<file path="src/rtl/cpu_keys_pkg.sv">
// Key codes and sequencer state encoding shared by the keypad sequencer,
// the CPU top level and the LCD block.
package cpu_keys_pkg;

  localparam logic [7:0] KEY_DIGIT_MAX = 8'd9;
  localparam logic [7:0] KEY_OP_MIN    = 8'd20;
  localparam logic [7:0] KEY_OP_MAX    = 8'd23;
  localparam logic [7:0] KEY_ENTER     = 8'd26;
  localparam logic [7:0] KEY_EQ        = 8'd27;
  localparam logic [7:0] KEY_CLR       = 8'd28;

  // Encodings double as the 7-seg state display codes.
  typedef enum logic [7:0] {
    ST_OP1   = 8'd1,
    ST_OP2   = 8'd2,
    ST_ASM   = 8'd3,
    ST_READY = 8'd4,
    ST_RUN   = 8'd5,
    ST_DONE  = 8'd6,
    ST_ERR   = 8'd14
  } state_t;

  function automatic logic is_digit(input logic [7:0] code);
    return code <= KEY_DIGIT_MAX;
  endfunction

  function automatic logic is_operator(input logic [7:0] code);
    return (code >= KEY_OP_MIN) && (code <= KEY_OP_MAX);
  endfunction

endpackage

</file>
<file path="src/rtl/operand_accumulator.sv">
// Two-digit decimal operand builder: shifts in up to two digits, ignores
// further digits until cleared or restarted with a fresh first digit.
module operand_accumulator
  import cpu_keys_pkg::*;
#(
  parameter int Data_WIDTH = 8
) (
  input  logic                  i_clock,
  input  logic                  i_rst_n,
  input  logic                  i_clear,
  input  logic                  i_load,
  input  logic                  i_restart,
  input  logic [3:0]            i_digit,
  output logic [Data_WIDTH-1:0] o_value,
  output logic [1:0]            o_count
);

  logic [Data_WIDTH-1:0] r_value;
  logic [1:0]            r_count;

  always_ff @(posedge i_clock) begin
    if (!i_rst_n || i_clear) begin
      r_value <= '0;
      r_count <= '0;
    end else if (i_restart) begin
      r_value <= Data_WIDTH'(i_digit);
      r_count <= 2'd1;
    end else if (i_load && (r_count < 2'd2)) begin
      // Two digits at most keeps the value <= 99, so no overflow handling.
      r_value <= r_value * Data_WIDTH'(10) + Data_WIDTH'(i_digit);
      r_count <= r_count + 2'd1;
    end
  end

  assign o_value = r_value;
  assign o_count = r_count;

endmodule

</file>
<file path="src/rtl/keypad_sequencer.sv">
// Turns key strobes into operands/operator and sequences the CPU run:
// assembler enable, then control-unit enable with done handshake and timeout.
//
// state | meaning
// OP1   | collecting digits of operand1, waiting for an operator key
// OP2   | collecting digits of operand2, waiting for Enter
// ASM   | assembler_en held for ASM_CYCLES cycles
// READY | assembled, waiting for '='
// RUN   | control_u_en high, waiting for armed cu_done or timeout
// DONE  | result latched; a digit starts a new calculation
// ERR   | control unit timed out; only Clear or reset leaves
module keypad_sequencer
  import cpu_keys_pkg::*;
#(
  parameter int Data_WIDTH = 8,
  parameter int ASM_CYCLES = 16,
  parameter int CU_TIMEOUT = 1024
) (
  input  logic                  clock,
  input  logic                  globalReset_n,
  input  logic                  key_valid,
  input  logic [7:0]            key_code,
  input  logic                  cu_done,
  input  logic [Data_WIDTH-1:0] cu_result,
  output logic [Data_WIDTH-1:0] operand1,
  output logic [Data_WIDTH-1:0] operand2,
  output logic [7:0]            operator,
  output logic                  assembler_en,
  output logic                  control_u_en,
  output logic                  soft_reset,
  output logic [Data_WIDTH-1:0] result,
  output logic [7:0]            state,
  output logic                  busy,
  output logic                  error
);

  localparam int CNT_MAX = (CU_TIMEOUT > ASM_CYCLES) ? CU_TIMEOUT : ASM_CYCLES;
  localparam int CNT_W   = $clog2(CNT_MAX + 1);
  localparam logic [CNT_W-1:0] ASM_LOAD = CNT_W'(ASM_CYCLES - 1);
  localparam logic [CNT_W-1:0] RUN_LOAD = CNT_W'(CU_TIMEOUT - 1);

  state_t                r_state, w_state_nxt;
  logic [CNT_W-1:0]      r_cnt, w_cnt_nxt;
  logic                  r_armed, w_armed_nxt;
  logic [7:0]            r_operator, w_operator_nxt;
  logic [Data_WIDTH-1:0] r_result, w_result_nxt;
  logic                  r_asm_en, r_cu_en, r_soft_reset, r_busy, r_error;

  logic                  w_key_digit, w_key_op, w_key_enter, w_key_eq, w_key_clr;
  logic                  w_op1_load, w_op1_clear, w_op1_restart;
  logic                  w_op2_load, w_op2_clear;
  logic [1:0]            w_op1_count, w_op2_count;
  logic [3:0]            w_digit;

  assign w_key_digit = key_valid && is_digit(key_code);
  assign w_key_op    = key_valid && is_operator(key_code);
  assign w_key_enter = key_valid && (key_code == KEY_ENTER);
  assign w_key_eq    = key_valid && (key_code == KEY_EQ);
  assign w_key_clr   = key_valid && (key_code == KEY_CLR);
  assign w_digit     = key_code[3:0];

  operand_accumulator #(.Data_WIDTH(Data_WIDTH)) u_operand1 (
    .i_clock   (clock),
    .i_rst_n   (globalReset_n),
    .i_clear   (w_op1_clear),
    .i_load    (w_op1_load),
    .i_restart (w_op1_restart),
    .i_digit   (w_digit),
    .o_value   (operand1),
    .o_count   (w_op1_count)
  );

  operand_accumulator #(.Data_WIDTH(Data_WIDTH)) u_operand2 (
    .i_clock   (clock),
    .i_rst_n   (globalReset_n),
    .i_clear   (w_op2_clear),
    .i_load    (w_op2_load),
    .i_restart (1'b0),
    .i_digit   (w_digit),
    .o_value   (operand2),
    .o_count   (w_op2_count)
  );

  always_comb begin
    w_state_nxt    = r_state;
    w_cnt_nxt      = r_cnt;
    w_armed_nxt    = r_armed;
    w_operator_nxt = r_operator;
    w_result_nxt   = r_result;
    w_op1_load     = 1'b0;
    w_op1_clear    = 1'b0;
    w_op1_restart  = 1'b0;
    w_op2_load     = 1'b0;
    w_op2_clear    = 1'b0;

    if (w_key_clr) begin
      // Clear overrides everything, including an in-flight ASM or RUN.
      w_state_nxt    = ST_OP1;
      w_cnt_nxt      = '0;
      w_armed_nxt    = 1'b0;
      w_operator_nxt = '0;
      w_result_nxt   = '0;
      w_op1_clear    = 1'b1;
      w_op2_clear    = 1'b1;
    end else begin
      unique case (r_state)
        ST_OP1: begin
          if (w_key_digit) begin
            w_op1_load = 1'b1;
          end else if (w_key_op && (w_op1_count != 2'd0)) begin
            w_operator_nxt = key_code;
            w_state_nxt    = ST_OP2;
          end
        end
        ST_OP2: begin
          if (w_key_digit) begin
            w_op2_load = 1'b1;
          end else if (w_key_enter && (w_op2_count != 2'd0)) begin
            w_cnt_nxt   = ASM_LOAD;
            w_state_nxt = ST_ASM;
          end
        end
        ST_ASM: begin
          if (r_cnt == '0) w_state_nxt = ST_READY;
          else             w_cnt_nxt   = r_cnt - CNT_W'(1);
        end
        ST_READY: begin
          if (w_key_eq) begin
            w_cnt_nxt   = RUN_LOAD;
            w_armed_nxt = 1'b0;
            w_state_nxt = ST_RUN;
          end
        end
        ST_RUN: begin
          // A done level left over from a previous run is not trusted until
          // cu_done has been seen low at least once in this run.
          if (r_armed && cu_done) begin
            w_result_nxt = cu_result;
            w_state_nxt  = ST_DONE;
          end else if (r_cnt == '0) begin
            w_state_nxt = ST_ERR;
          end else begin
            w_cnt_nxt = r_cnt - CNT_W'(1);
          end
          if (!cu_done) w_armed_nxt = 1'b1;
        end
        ST_DONE: begin
          if (w_key_digit) begin
            w_op1_restart  = 1'b1;
            w_op2_clear    = 1'b1;
            w_operator_nxt = '0;
            w_state_nxt    = ST_OP1;
          end
        end
        ST_ERR: begin
          w_state_nxt = ST_ERR;
        end
        default: begin
          w_state_nxt = ST_OP1;
        end
      endcase
    end
  end

  always_ff @(posedge clock) begin
    if (!globalReset_n) begin
      r_state      <= ST_OP1;
      r_cnt        <= '0;
      r_armed      <= 1'b0;
      r_operator   <= '0;
      r_result     <= '0;
      r_asm_en     <= 1'b0;
      r_cu_en      <= 1'b0;
      r_soft_reset <= 1'b0;
      r_busy       <= 1'b0;
      r_error      <= 1'b0;
    end else begin
      r_state      <= w_state_nxt;
      r_cnt        <= w_cnt_nxt;
      r_armed      <= w_armed_nxt;
      r_operator   <= w_operator_nxt;
      r_result     <= w_result_nxt;
      // Status flags come from the next state so they change with it.
      r_asm_en     <= (w_state_nxt == ST_ASM);
      r_cu_en      <= (w_state_nxt == ST_RUN);
      r_busy       <= (w_state_nxt == ST_ASM) || (w_state_nxt == ST_RUN);
      r_error      <= (w_state_nxt == ST_ERR);
      r_soft_reset <= w_key_clr;
    end
  end

  assign operator     = r_operator;
  assign result       = r_result;
  assign state        = r_state;
  assign assembler_en = r_asm_en;
  assign control_u_en = r_cu_en;
  assign soft_reset   = r_soft_reset;
  assign busy         = r_busy;
  assign error        = r_error;

endmodule

</file>
<file path="config.mk">
export PLATFORM = sky130hd
export DESIGN_NAME = keypad_sequencer
export DESIGN_NICKNAME = d
export VERILOG_FILES = /design/src/rtl/cpu_keys_pkg.sv /design/src/rtl/operand_accumulator.sv /design/src/rtl/keypad_sequencer.sv
export SDC_FILE = /design/constraint.sdc
export NUM_CORES = 1
export LEC_CHECK = 0
export CELL_PAD_IN_SITES_DETAIL_PLACEMENT = 2
export CELL_PAD_IN_SITES_GLOBAL_PLACEMENT = 2
export CORE_ASPECT_RATIO = 0.8
export CORE_MARGIN = 3
export CORE_UTILIZATION = 34
export DETAILED_ROUTE_END_ITERATION = 8
export MAX_ROUTING_LAYER = met4
export PLACE_DENSITY = 0.83
export SYNTH_ARGS = -nofsm -noshare
export SYNTH_HDL_FRONTEND = slang
export SYNTH_SLANG_ARGS = --single-unit
</file>
<file path="constraint.sdc">
create_clock -name clock -period 4.4 [get_ports clock]
set_input_delay 0.88 -clock clock [delete_from_list [all_inputs] [get_ports clock]]
set_output_delay 0.88 -clock clock [all_outputs]
set_load 0.01 [all_outputs]
</file>
==> run_results.csv <==
group,metric,value,unit
routing,wl_met3,518,um
routing,drt-wirelength-per-cell,19.8,um
logic_synthesis,synth_seq_cells,61,
clocking,cts_root_buf,"clkbuf_16",
routing,wl,11.9,mm
timing,slew_viol_final,0,
placement,dp_hpwl,8.63,mm
worst_setup_path,path_buf_inv,1,
logic_synthesis,ys_types,63,
die,die_area,11600,sq um
worst_setup_path,critPathTopFamily,"simple AND/OR/NAND/NOR gates",
timing,hold_slack,0.454,ns
global_routing,grt_pass1_vias,3610,
logic_synthesis,async_flop_share,0,
clocking,cts-resized-gates,0,
logic_synthesis,muxShareOfSynthArea,0.0228,
timing,rsz0062_at_grt,"no",
worst_setup_path,end_kind,"flip-flop",
clocking,clkLatencyLatePin,0.33,ns
die,die_h,96.8,um
clocking,post_cts_buffers,0,
worst_hold_path,hold_class,"reg2reg",
clocking,cts_buffers,9,
logic_synthesis,syn_area_per_cell,8.95,sq um
timing,setup_tns,0,ns
timing,fmax,0.304,GHz
clocking,cts_tree,"done",
routing,vias,3300,
clocking,clkSinkCount,61,
die,fp.dieW,120,um
logic_synthesis,synth_top_cell_area_share,0.348,
routing,vias_per_cell,5.51,
clocking,clockBufferDepth,2,
timing,setup_viol,0,
outcome,status,"finished, final reports clean",
logic_synthesis,yosysTopAreaCell,"dfxtp_1",
global_routing,grt_pass1_wl,19.6,mm
logic_synthesis,synth_edf_count,0,
routing,firstDrtPassIters,4,
final_layout,area_growth,31.4,%
logic_synthesis,synthAdderAreaFrac,0.108,
routing,top_layer_used,"met4",
worst_setup_path,cp_max_fo,13,
die,ioPinCount,65,
clocking,htreeDepth,3,
routing,met1_length,5.58,mm
logic_synthesis,synthTopCellsByArea,"dfxtp_1, ha_1, xnor2_1",
worst_setup_path,cp-start-kind,"primary input",
timing,fin_crit_sh,0.748,
routing,drtAntennaViolNets,0,
global_routing,grt_max_degree,22,
worst_setup_path,worst-endpoint-arrival,3.48,ns
logic_synthesis,synth_commonest_cells,"dfxtp_1, nor2_1, a21oi_1, nand2_1",
die,core,9850,sq um
logic_synthesis,synth_top_family_by_area,"simple AND/OR/NAND/NOR gates",
die,num_rows,32,
routing,drtIter0Drc,142,
clocking,clk_pin_slew,0.05,ns
timing,worstMarginPinSlew,1.15,ns
timing,fin_skew,0.00466,ns
logic_synthesis,synth-simple-area-share,0.233,
worst_setup_path,path_cells,"clkdlybuf4s50_1 > or4b_4 > or3_1 > nor3_4 > mux2i_1 > nor2_1",
logic_synthesis,synthCells,392,
worst_setup_path,cpMaxStageDelayCell,"nor3_4",
timing,final_hold_viol_count,0,
power,p_leak,1.64,nW
logic_synthesis,yosys.area_share.xor_xnor,0.0499,
logic_synthesis,synth_seq_area_share,0.348,
timing,relSlewSlack,0.228,
routing,drc_errors,0,
clocking,postCtsHoldBufs,0,
logic_synthesis,synthesis.area,3510,sq um
worst_setup_path,critPathRequiredTime,4.59,ns
logic_synthesis,synth_most_common_cell,"dfxtp_1",
global_routing,grt_overflow,0,
placement,gp_congestion,0.823,
global_routing,antenna_found_initial,0,
flow_run,drv_cap,0,
logic_synthesis,synth-main-ff-cell,"dfxtp_1",
final_layout,drive_above_1_share,0.0842,
final_layout,antenna_cells,0,
worst_setup_path,slowest_delay,0.70,ns
global_routing,grt_use_total,0.218,
routing,met2RoutedLength,5.65,mm
power,power.density,302,nW/um^2
worst_setup_path,crit_type,"in2reg",
logic_synthesis,synth.yosys.warnings,0,
placement,portBuffers,64,
timing,finalCriticalPeriod,3.29,ns
power,ir_drop,0.226,mV
logic_synthesis,synth_compound_area_frac,0.189,
die,start_util,0.356,
final_layout,fin_nets,506,
==> cell families after synthesis <==
group                    count (synthesis)
buffers and inverters                   39
adder cells (fa/ha/maj)                 28
multiplexers                             8
XOR/XNOR                                20
other                                    1
flip-flops                              61
AO/OA/AOI/OAI                           94
AND/OR/NAND/NOR                        141
==> worst min-delay path, cell delays in order, from the launching register on <==
cell and delay (ns):
dfxtp_1 0.30, nand2_1 0.05, a21oi_1 0.05
==> cells in the final DEF (no fill, tap or decap), drive strengths merged, types with 5 or more instances in the layout <==
master | Yosys | layout
a211oi | 9 | 9
a21oi | 26 | 26
a31oi | 5 | 5
a41oi | 7 | 7
and2 | 11 | 11
clkbuf | 9 | 12
clkdlybuf4s50 | 0 | 64
dfxtp | 61 | 61
ha | 24 | 24
inv | 24 | 24
mux2i | 8 | 8
nand2 | 26 | 26
nand3 | 7 | 7
nand4 | 8 | 8
nor2 | 33 | 33
nor2b | 8 | 8
nor3 | 11 | 11
nor3b | 6 | 6
nor4 | 5 | 5
o21ai | 15 | 15
o311ai | 7 | 7
or3b | 5 | 5
xnor2 | 17 | 17
==> registers in the layout (all words and copies together), names as in the netlist <==
name and count:
r_cnt 11, operator 8, result 8, state 8
u_operand1.o_value 8, u_operand2.o_value 8, u_operand1.o_count 2, u_operand2.o_count 2
assembler_en 1, busy 1, control_u_en 1, error 1
r_armed 1, soft_reset 1
==> area by class of cell <==
cell class	count	area (sq um)
multi-input combinational	295	2140
sequential	61	1220
timing repair buffer	67	663
inverter	24	90.1
fill	1109	5240
clock inverter	4	70.1
clock buffer	12	256
tap	136	170
==> per-layer routing <==
| layer | track usage | vias to the layer above |
|---|---|---|
| met2 | 0.345 | 84 |
| li1 | - | 1560 |
| met5 | - | - |
| met3 | 0.0561 | 9 |
| met4 | 0.0519 | 0 |
| met1 | 0.280 | 1647 |
==> worst paths after layout <==
path	start	endpoint	slack (ns)	cells past startpoint
worst min-delay path	result[6]	result[6]	0.45	2
worst max-delay path	key_code[5]	u_operand2.o_value[3]	1.11	6
worst min register to register	result[6]	result[6]	0.45	2
worst max register to register	r_cnt[0]	state[0]	1.67	7
==> metrics by stage <==
step	worst slack, ns	std cells	util	total power [mW]	area [sq um]
2_1_floorplan	1.67	395	-	0.590	3520
3_3_place_gp	0.866	583	0.435	0.624	4280
6_report	1.11	599	0.468	1.39	4610
5_1_grt	0.980	599	0.468	1.44	4610
3_5_place_dp	0.797	583	0.435	0.626	4280
4_1_cts	1.11	599	0.468	1.41	4610
==> where the power goes <==
group | leakage (nW) | total [mW] | switching (mW) | internal (mW)
combinational | 0.989 | 0.0585 | 0.0316 | 0.0269
clock | 0.163 | 0.774 | 0.250 | 0.524
sequential | 0.493 | 0.558 | 0.00263 | 0.555
(Power assumes the default switching activity.)
